**config.mk**
```make
export PLATFORM = sky130hd
export DESIGN_NAME = regfile_dump
export DESIGN_NICKNAME = d
export VERILOG_FILES = /design/src/rtl/regfile_dump_pkg.sv /design/src/rtl/regfile_dump.sv
export SDC_FILE = /design/constraint.sdc
export NUM_CORES = 1
export LEC_CHECK = 0
export CORE_ASPECT_RATIO = 0.6
export CORE_MARGIN = 5
export CORE_UTILIZATION = 40
export CTS_BUF_LIST = sky130_fd_sc_hd__clkbuf_16
export CTS_CLUSTER_SIZE = 12
export DETAILED_ROUTE_END_ITERATION = 8
export MAX_ROUTING_LAYER = met4
export PLACE_DENSITY = 0.81
export SLEW_MARGIN = 20
export SYNTH_ARGS = -nofsm -noshare
export SYNTH_HDL_FRONTEND = slang
export SYNTH_SLANG_ARGS = --single-unit
```
**constraint.sdc**
```tcl
create_clock -name clk -period 1.8 [get_ports clk]
set_input_delay 0.27 -clock clk [delete_from_list [all_inputs] [get_ports clk]]
set_output_delay 0.27 -clock clk [all_outputs]
set_load 0.01 [all_outputs]
```
**src/rtl/regfile_dump_pkg.sv**
```systemverilog
// Shared constants and FSM encoding for the register-file dump engine.
package regfile_dump_pkg;

    localparam int ADDR_W   = 5;
    localparam int DATA_W   = 32;
    localparam int NUM_REGS = 32;

    // Remaining-word counter must hold 1..NUM_REGS, so it needs one extra bit.
    localparam int CNT_W = ADDR_W + 1;

    localparam logic [1:0] ST_IDLE  = 2'd0;
    localparam logic [1:0] ST_FETCH = 2'd1;
    localparam logic [1:0] ST_DRAIN = 2'd2;

    typedef enum logic [1:0] {
        IDLE  = ST_IDLE,
        FETCH = ST_FETCH,
        DRAIN = ST_DRAIN
    } state_t;

    // Number of words in an inclusive, wrapping index range. NUM_REGS is a
    // power of two, so the ADDR_W-bit subtraction is already modulo NUM_REGS.
    function automatic logic [CNT_W-1:0] span_len(input logic [ADDR_W-1:0] first,
                                                  input logic [ADDR_W-1:0] last);
        logic [ADDR_W-1:0] diff;
        diff = last - first;
        return {1'b0, diff} + CNT_W'(1);
    endfunction

endpackage

```
**src/rtl/regfile_dump.sv**
```systemverilog
// Sequential register-file reader: walks a wrapping index range and streams
// each register value out over a valid/ready interface with an inline
// output holding register.
module regfile_dump
    import regfile_dump_pkg::*;
(
    input  logic              clk,
    input  logic              reset,
    input  logic              start,
    input  logic              abort,
    input  logic [ADDR_W-1:0] cfg_first,
    input  logic [ADDR_W-1:0] cfg_last,
    output logic [ADDR_W-1:0] rf_addr,
    input  logic [DATA_W-1:0] rf_data,
    output logic              out_valid,
    input  logic              out_ready,
    output logic [DATA_W-1:0] out_data,
    output logic [ADDR_W-1:0] out_index,
    output logic              out_last,
    output logic              busy,
    output logic              done
);

    state_t            state_reg, state_next;
    logic [ADDR_W-1:0] idx_reg, idx_next;
    logic [CNT_W-1:0]  remaining_reg, remaining_next;
    logic              primed_reg, primed_next;
    logic [DATA_W-1:0] data_reg, data_next;
    logic [ADDR_W-1:0] index_reg, index_next;
    logic              last_reg, last_next;
    logic              valid_reg, valid_next;
    logic              done_reg, done_next;

    logic out_free;
    logic final_word;

    // The holding register can take a new word when empty or being drained.
    assign out_free   = !valid_reg || out_ready;
    assign final_word = (remaining_reg == CNT_W'(1));

    assign rf_addr   = idx_reg;
    assign out_valid = valid_reg;
    assign out_data  = data_reg;
    assign out_index = index_reg;
    assign out_last  = last_reg;
    assign done      = done_reg;
    assign busy      = (state_reg != IDLE);

    // FSM state register.
    always_ff @(posedge clk or posedge reset) begin
        if (reset) begin
            state_reg <= IDLE;
        end else begin
            state_reg <= state_next;
        end
    end

    // Walk index, word counter and output holding register.
    always_ff @(posedge clk or posedge reset) begin
        if (reset) begin
            idx_reg       <= '0;
            remaining_reg <= '0;
            primed_reg    <= 1'b0;
            data_reg      <= '0;
            index_reg     <= '0;
            last_reg      <= 1'b0;
            valid_reg     <= 1'b0;
            done_reg      <= 1'b0;
        end else begin
            idx_reg       <= idx_next;
            remaining_reg <= remaining_next;
            primed_reg    <= primed_next;
            data_reg      <= data_next;
            index_reg     <= index_next;
            last_reg      <= last_next;
            valid_reg     <= valid_next;
            done_reg      <= done_next;
        end
    end

    // Next-state and datapath control; everything holds unless changed below.
    always_comb begin
        state_next     = state_reg;
        idx_next       = idx_reg;
        remaining_next = remaining_reg;
        primed_next    = primed_reg;
        data_next      = data_reg;
        index_next     = index_reg;
        last_next      = last_reg;
        valid_next     = valid_reg;
        done_next      = 1'b0;

        case (state_reg)
            IDLE: begin
                if (start) begin
                    idx_next       = cfg_first;
                    remaining_next = span_len(cfg_first, cfg_last);
                    primed_next    = 1'b0;
                    state_next     = FETCH;
                end
            end

            FETCH: begin
                if (abort) begin
                    valid_next = 1'b0;
                    last_next  = 1'b0;
                    state_next = IDLE;
                end else if (!primed_reg) begin
                    // Give the new read address one full cycle before the
                    // first sample of rf_data.
                    primed_next = 1'b1;
                end else if (out_free) begin
                    data_next      = rf_data;
                    index_next     = idx_reg;
                    last_next      = final_word;
                    valid_next     = 1'b1;
                    idx_next       = idx_reg + ADDR_W'(1);
                    remaining_next = remaining_reg - CNT_W'(1);
                    if (final_word) begin
                        state_next = DRAIN;
                    end
                end
            end

            DRAIN: begin
                if (abort) begin
                    valid_next = 1'b0;
                    last_next  = 1'b0;
                    state_next = IDLE;
                end else if (valid_reg && out_ready) begin
                    valid_next = 1'b0;
                    last_next  = 1'b0;
                    done_next  = 1'b1;
                    state_next = IDLE;
                end
            end

            default: begin
                state_next = IDLE;
            end
        endcase
    end

endmodule

```
==> results.py <==
metrics = {
    "setup_path": {
        "worstPathArrival_ns": 1.91,
        "crit_buf_inv": 2,
        "cp_data_required_time_ns": 1.97,
        "startpoint_type": "input port",
        "critical-path-top-delay-family": "buffers and inverters",
        "worstSetupPathType": "input port to flop",
        "crit_fanout": 3,
        "critical_path.cell_chain": "clkdlybuf4s50_1, inv_1, ha_1, nand3b_1, nor2b_2, xnor2_1, a221o_1",
        "crit_path_end_kind": "flop",
        "crit_slowest_cell": "clkdlybuf4s50_1",
        "cpPeakStageDelay_ns": 0.51,
    },
    "clock_network": {
        "cts_root_buffer": "clkbuf_16",
        "cts_tree": "yes",
        "clk_latency_ns": 0.29,
        "cts_setup_buffers": 0,
        "holdBufCountCts": 0,
        "clkTransAtPathRegs_ns": 0.07,
        "clock_sinks": 54,
        "cts_htree_levels": 2,
        "cts_made_buffers": 5,
        "clockBufferDepth": 2,
    },
    "placement": {
        "dp_hpwl_um": 4890,
        "place_congestion": 0.847,
        "port_buffers": 92,
        "dpl_cell_area_um2": 3720,
    },
    "grt": {
        "antenna_found_initial": 0,
        "grt_remaining_overflow": 0,
        "grt_pass1_vias": 2028,
        "grt_pass1_wl_um": 10200,
        "grt_max_degree": 55,
        "grtUsageTotal_pct": 15.9,
    },
    "outcome": {
        "status": "complete, no violations",
    },
    "timing": {
        "post-route-min-period_ns": 1.74,
        "hold_viol": 0,
        "setup_violations": 0,
        "fin_skew_ns": 0.00956,
        "worst_pin_slew_ns": 0.390,
        "slew_violations": 0,
        "final.period_utilization_pct": 96.6,
        "fmax_mhz": 575,
        "timing.hold.ws_ns": 0.336,
        "rsz0062_at_grt": "false",
        "slew_headroom_pct": 73.9,
    },
    "power_and_ir_drop": {
        "power_density_nw_per_um2": 1480,
        "peakVddDrop_v": 0.000850,
        "leakagePower_nw": 1.70,
        "fin_total_pwr_mw": 5.86,
    },
    "synth": {
        "syn_area_um2": 2570,
        "synth_most_common_cell": "dfrtp_1",
        "synthMuxAreaShare_pct": 17.4,
        "synth_compound_area_share_pct": 9.74,
        "synthSimpleGateAreaFrac_pct": 9.83,
        "synth_top_family_by_area": "multiplexers",
        "synth_nets": 276,
        "synth_flop_cell": "dfrtp_1",
        "synth_xor_area_share_pct": 2.04,
        "netlist_top_cells_count": "dfrtp_1 (54), mux2_2 (37), a21oi_1 (17)",
        "yosys.area.top_type": "dfrtp_1",
        "synth.top_cell.area_share_pct": 52.6,
        "synth_cells": 220,
        "syn_avg_cell_area_um2": 11.7,
        "ys_seq_area_share_pct": 52.6,
        "ys_types": 39,
        "synth_adder_area_share_pct": 4.67,
        "synth-warning-count": 0,
        "async_flop_share_pct": 100,
        "synth.area.top_cells": "dfrtp_1 (53%), mux2_2 (16%), ha_1 (3.9%), a21oi_1 (3.3%), o21ai_0 (2.7%)",
        "ys_seq_elements": 54,
        "synth_edf_count": 0,
    },
    "floorplan": {
        "die_h_um": 72.1,
        "fp.dieW_um": 113,
        "io_pins": 93,
        "core_um2": 6170,
        "die-area_um2": 8180,
        "start_util_pct": 41.7,
        "rows": 22,
    },
    "layout": {
        "drive_gt1_share_pct": 24.5,
        "nets": 385,
        "fin_area_um2": 3960,
        "largest_register_ffs": 32,
        "synthToLayoutAreaGrowth_pct": 54.0,
        "antenna_cells": 0,
    },
    "routing": {
        "wl_per_cell_um": 15.5,
        "ant_nets": 0,
        "dr.pass1.iters": 4,
        "drt_wl_total_um": 6410,
        "drc_errors": 0,
        "viasPerCell": 4.96,
        "drt_iter0_markers": 84,
        "num_vias": 2052,
    },
    "worst_hold_path": {
        "hold_class": "input port to async pin",
    },
    "flow_run": {
        "drv_cap": 0,
    },
}
==> placed cells by master, fill, tap and decap left out, types with 2 or more instances in the layout <==
| cell type | count |
|---|---|
| ha_1 | 5 |
| nor3_1 | 5 |
| nand3b_1 | 2 |
| ha_4 | 2 |
| clkbuf_16 | 5 |
| xnor2_1 | 3 |
| nor2_1 | 12 |
| dfrtp_1 | 54 |
| nand2_1 | 7 |
| mux2_2 | 37 |
| dlymetal6s2s_1 | 2 |
| a21oi_1 | 15 |
| inv_1 | 7 |
| o21ai_0 | 14 |
| nand2b_1 | 4 |
| buf_12 | 3 |
| nand3_1 | 7 |
| inv_2 | 5 |
| clkdlybuf4s15_1 | 2 |
| clkdlybuf4s50_1 | 87 |
| and2_1 | 2 |
| buf_4 | 16 |
| a21o_1 | 3 |
| mux2i_1 | 3 |
==> metrics by stage <==
stage / cells / TNS, ns / setup WS, ns / utilization (%)
finish: 414 / 0 / 0.0613 / 64.2
global route: 414 / 0 / 0.00795 / 64.2
CTS: 414 / 0 / 0.00749 / 63.6
detailed placement: 406 / -8.17 / -0.526 / 60.4
global placement: 406 / -6.86 / -0.482 / 60.4
floorplan: 220 / 0 / 0.0328 / -
==> worst min-delay path, cell delays in order <==
cell	delay [ns]
clkdlybuf4s50_1	0.41
inv_2	0.07
buf_12	0.26
==> timing repair <==
action,4_1_cts,5_1_grt
pin swaps,6,9
resized for setup,13,11
setup endpoints to repair,5,3
endpoints found under the hold margin,0,0
gates cloned,0,0
==> cells by family (layout without fill, tap and decap cells) <==
kind of cell,Yosys count,count (layout)
flops,54,54
fa+ha+maj,9,9
xor+xnor,6,6
mux,40,40
compound gates,43,43
buf+inv,20,130
simple gates,48,48
==> routing by layer <==
layer  up-vias  track usage, %  part of all wire (%)
met3         2            5.00                   6.8
met1       989            22.2                    48
met5         -               -                     0
li1       1000               -                     -
met4         0            1.20                  0.19
met2        61            24.1                    45
==> worst paths after layout <==
path	startpoint	to	slack [ns]	cells past startpoint
min in group clk	cfg_first[0]	rf_addr[0]$_DFFE_PP0P_	0.45	3
hold / removal	reset	out_index[2]$_DFFE_PP0P_	0.34	3
setup reg to reg	state_reg[1]$_DFFE_PP0P_	remaining_reg[3]$_DFFE_PP0P_	0.10	5
hold reg to reg	out_data[13]$_DFFE_PP0P_	out_data[13]$_DFFE_PP0P_	0.51	1
max in group asynchronous	reset	out_valid$_DFFE_PP0P_	1.21	3
setup / recovery	cfg_first[3]	remaining_reg[3]$_DFFE_PP0P_	0.06	7
==> power breakdown <==
group	switching (mW)	internal [mW]
clock	0.417	0.651
sequential	0.382	1.77
combinational	1.04	1.59
==> final cells by class <==
cell class	instances	area, um2
inverters	11	41.3
repair buffers	111	1100
clock buffers	5	125
fillers	485	2210
flip-flops and latches	54	1350
multi-input cells	146	1190
well taps	84	105
clock inverters	3	41.3
Note: power is estimated with default switching activity, not from simulation.
==> RTL change (same flow settings) <==
Register the input `cfg_last` before use, with the module's reset. The logic sees it one clock later. The other inputs are not delayed to match.
--- a/src/rtl/regfile_dump.sv
+++ b/src/rtl/regfile_dump.sv
@@ -20,6 +20,16 @@
     output logic              busy,
     output logic              done
 );
+
+    logic [ADDR_W-1:0] cfg_last_q;
+
+    always_ff @(posedge clk or posedge reset) begin
+        if (reset) begin
+            cfg_last_q <= '0;
+        end else begin
+            cfg_last_q <= cfg_last;
+        end
+    end
 
     state_t            state_reg, state_next;
     logic [ADDR_W-1:0] idx_reg, idx_next;
@@ -94,7 +104,7 @@
             IDLE: begin
                 if (start) begin
                     idx_next       = cfg_first;
-                    remaining_next = span_len(cfg_first, cfg_last);
+                    remaining_next = span_len(cfg_first, cfg_last_q);
                     primed_next    = 1'b0;
                     state_next     = FETCH;
                 end
Check against the original RTL: not equivalent (a bounded check fails within 4 cycles, from zero or initial values and one cycle with reset high).
==> RTL change against the original RTL <==
  * The run now ends with negative setup slack left
  * Clock skew down 0.0039 ns
  * Count of clock-buffer cells in the layout is 4 higher
  * Worst setup slack got worse by 0.25 ns
  * Cell area increased by 5.4%
  * Die area up 3.0%
  * Wire length is 0.70% higher
  * Sequential cell count grew 5
  * Area after synthesis rose by 3.4%
  * Power up 11%
  * Register-to-register slack lost 0.29 ns
  * Sequential power rose by 6%
  * Largest power group unchanged
==> RTL change: results (changes against the original RTL) <==
Outcome
  • Outcome: finished, violations left
  • Violated checks: negative setup slack

Setup path
  • Count of cells along the worst register-to-register path: 9 (+4)
  • RR Endpoint: remaining_reg[4]
  • CP peak stage delay: 0.36 ns (-0.15 ns)
  • Highest fanout seen on the critical path: 2 (-1)
  • Crit Reg-Reg Startpoint: cfg_last_q[0]
  • Data arrival, critical path: 2.20 ns (+0.29 ns)
  • Worst path top cell family by delay: compound AO/OA/AOI/OAI gates
  • Slowest cell on crit path: dfrtp_1

GRT
  • Via count of the first global-routing pass: 2159 (+6.5%)
  • GR met3 Demand/Resource: 6.46% (+1.5 points)
  • M1 GR Usage: 22.4% (+0.21 points)
  • Antenna violations before repair: 0 (unchanged)
  • Maximum number of pins on one net before global-route repair: 47 (-15%)
  • First-pass GRT wire length: 10600 um (+3.6%)
  • Global Route met2 Usage: 24.0% (-0.096 points)
  • Gr usage total: 16.9% (+0.94 points)

Detailed routing
  • Iteration-0 DRC Markers: 108 (+29%)
  • Wirelength per Cell: 15.2 um (-1.7%)
  • Post-detailed-routing wire length: 6460 um (+0.70%)
  • Via count normalized by instance count: 4.89 (-1.3%)
  • Initial DRT Pass Iterations: 6 (+2)

Pwr
  • Reported net switching power: 1.97 mW (+6.8%)
  • Leak pwr: 1.82 nW (+6.7%)
  • Worst supply voltage drop on vdd: 0.946 mV (+11%)

Synthesis
  • Cell types with the largest area share after synthesis: dfrtp_1 56%, mux2_2 16%, ha_1 3.8%, a21oi_1 2.4%, o21ai_0 2.4%
  • Async set-reset flop share out of synthesis: 100% (unchanged)
  • Post-synthesis average cell area: 12.2 sq um (+4.8%)
  • Synth warnings: 0 (unchanged)
  • Commonest cells in the synthesized netlist: 59 x dfrtp_1, 37 x mux2_2, 13 x a21oi_1, 13 x nor2_1, 13 x o21ai_0
  • Net count after synthesis: 273 (-1.1%)
  • Count of unique library cells instantiated by Yosys: 37 (-5.1%)
  • Part of the Yosys area used for sequential elements: 55.6% (+3.0 points)

Clock tree
  • CTS clock-pin slew for the worst setup and hold paths: 0.05 ns (-0.02 ns)
  • Number of buffers on the longest clock path: 2 (unchanged)
  • Max H-tree Level: 3 (+1)
  • Num CTS Buffers: 9 (+4)
  • Clock root cell: clkbuf_16
  • Worst-skew pair later-pin latency: 0.32 ns (+0.03 ns)

Layout
  • Fraction of final layout cells sized beyond drive strength 1: 25.8% (+1.3 points)
  • Flip-flop count of the largest register after layout: 32 (unchanged)
  • N_diodes: 0 (unchanged)
  • Number of nets in the final layout: 388 (+0.78%)
  • Fillers: 532 (+9.7%)

STA
  • Setup_tns: -0.333 ns (-0.333 ns)
  • Setup Skew: 0.00566 ns (-0.00391 ns)
  • Count of endpoints failing setup in the final report: 2 (+2)
  • Crit path setup slack, layout: -0.192 ns (-0.253 ns)
  • Max-slew headroom: 79.5% (+5.6 points)

Worst hold path
  • Path category of the worst min-delay check: input pin to async pin

Placement
  • Last weighted congestion value of the routability-driven placer: 0.879 (+3.8%)
  • Placed Cells: 407 (+0.25%)
  • Estimated wirelength of the detail-placed design: 4790 um (-2.0%)
[RTL change: cell types whose count changed after synthesis, moves of 3 or more]
cell     change
dfrtp_1      +5
a21oi_1      -4
nor3b_1      +3
mux2i_1      -3
[RTL change: worst max-delay path by stage]
stage,cells past startpoint,slack (ns),end,startpoint
3_3_place_gp,8,-0.50,remaining_reg[4],cfg_first[0]
5_1_grt,9,-0.26,remaining_reg[4],cfg_last_q[0]
3_5_place_dp,8,-0.55,remaining_reg[4],cfg_first[2]
4_1_cts,9,-0.17,remaining_reg[4],cfg_last_q[0]
6_report,9,-0.19,remaining_reg[4],cfg_last_q[0]
2_1_floorplan,8,-0.07,remaining_reg[4],cfg_last_q[0]
[RTL change: routing by layer]
metal / wire length (um) / vias up
met5: 0 / -
met4: 119 / 0
met3: 432 / 13
met2: 2870 / 72
met1: 3040 / 995
li1: - / 994
[RTL change: power groups by stage]
stage / combinational [mW] / sequential, mW / clock [mW]
after floorplan: 0.968 / 2.47 / 0
after global placement: 2.54 / 2.25 / 0
after detailed placement: 2.59 / 2.29 / 0
after CTS: 2.61 / 2.27 / 1.66
after global routing: 2.83 / 2.36 / 1.71
final: 2.61 / 2.27 / 1.62
[RTL change: timing repair]
item / 4_1_cts / 5_1_grt
endpoints found under the setup margin: 3 / 5
pin swaps: 4 / 3
endpoints found under the hold margin: 0 / 0
buffers inserted: 1 / 0
gates resized for setup: 6 / 6
[RTL change: final cells by class]
cell class / count / area, sq um / share of cell area [%]
multi-input combinational: 140 / 1170 / 27.9
inverter: 10 / 37.5 / 0.900
sequential: 59 / 1480 / 35.4
clock inverter: 7 / 60.1 / 1.44
clock buffer: 9 / 225 / 5.40
tap: 87 / 109 / 2.61
timing repair buffer: 112 / 1100 / 26.3
[RTL change: cells by family (layout without fill, tap and decap cells)]
group           Yosys count  in the layout  share of synthesized area, %
compound gates           38             38                          8.57
xor+xnor                  6              6                          1.98
fa+ha+maj                 9              9                          4.52
buf+inv                  18            138                          3.01
flops                    59             59                          55.6
mux                      37             37                          15.7
simple gates             50             50                          10.7
[RTL change: stage by stage]
step | cell area (sq um) | hold WS [ns] | setup slack, ns
2_1_floorplan | 2680 | 0.301 | -0.0678
3_3_place_gp | 3830 | 0.485 | -0.500
3_5_place_dp | 3830 | 0.492 | -0.554
4_1_cts | 4130 | 0.229 | -0.172
5_1_grt | 4170 | 0.272 | -0.262
6_report | 4170 | 0.226 | -0.192
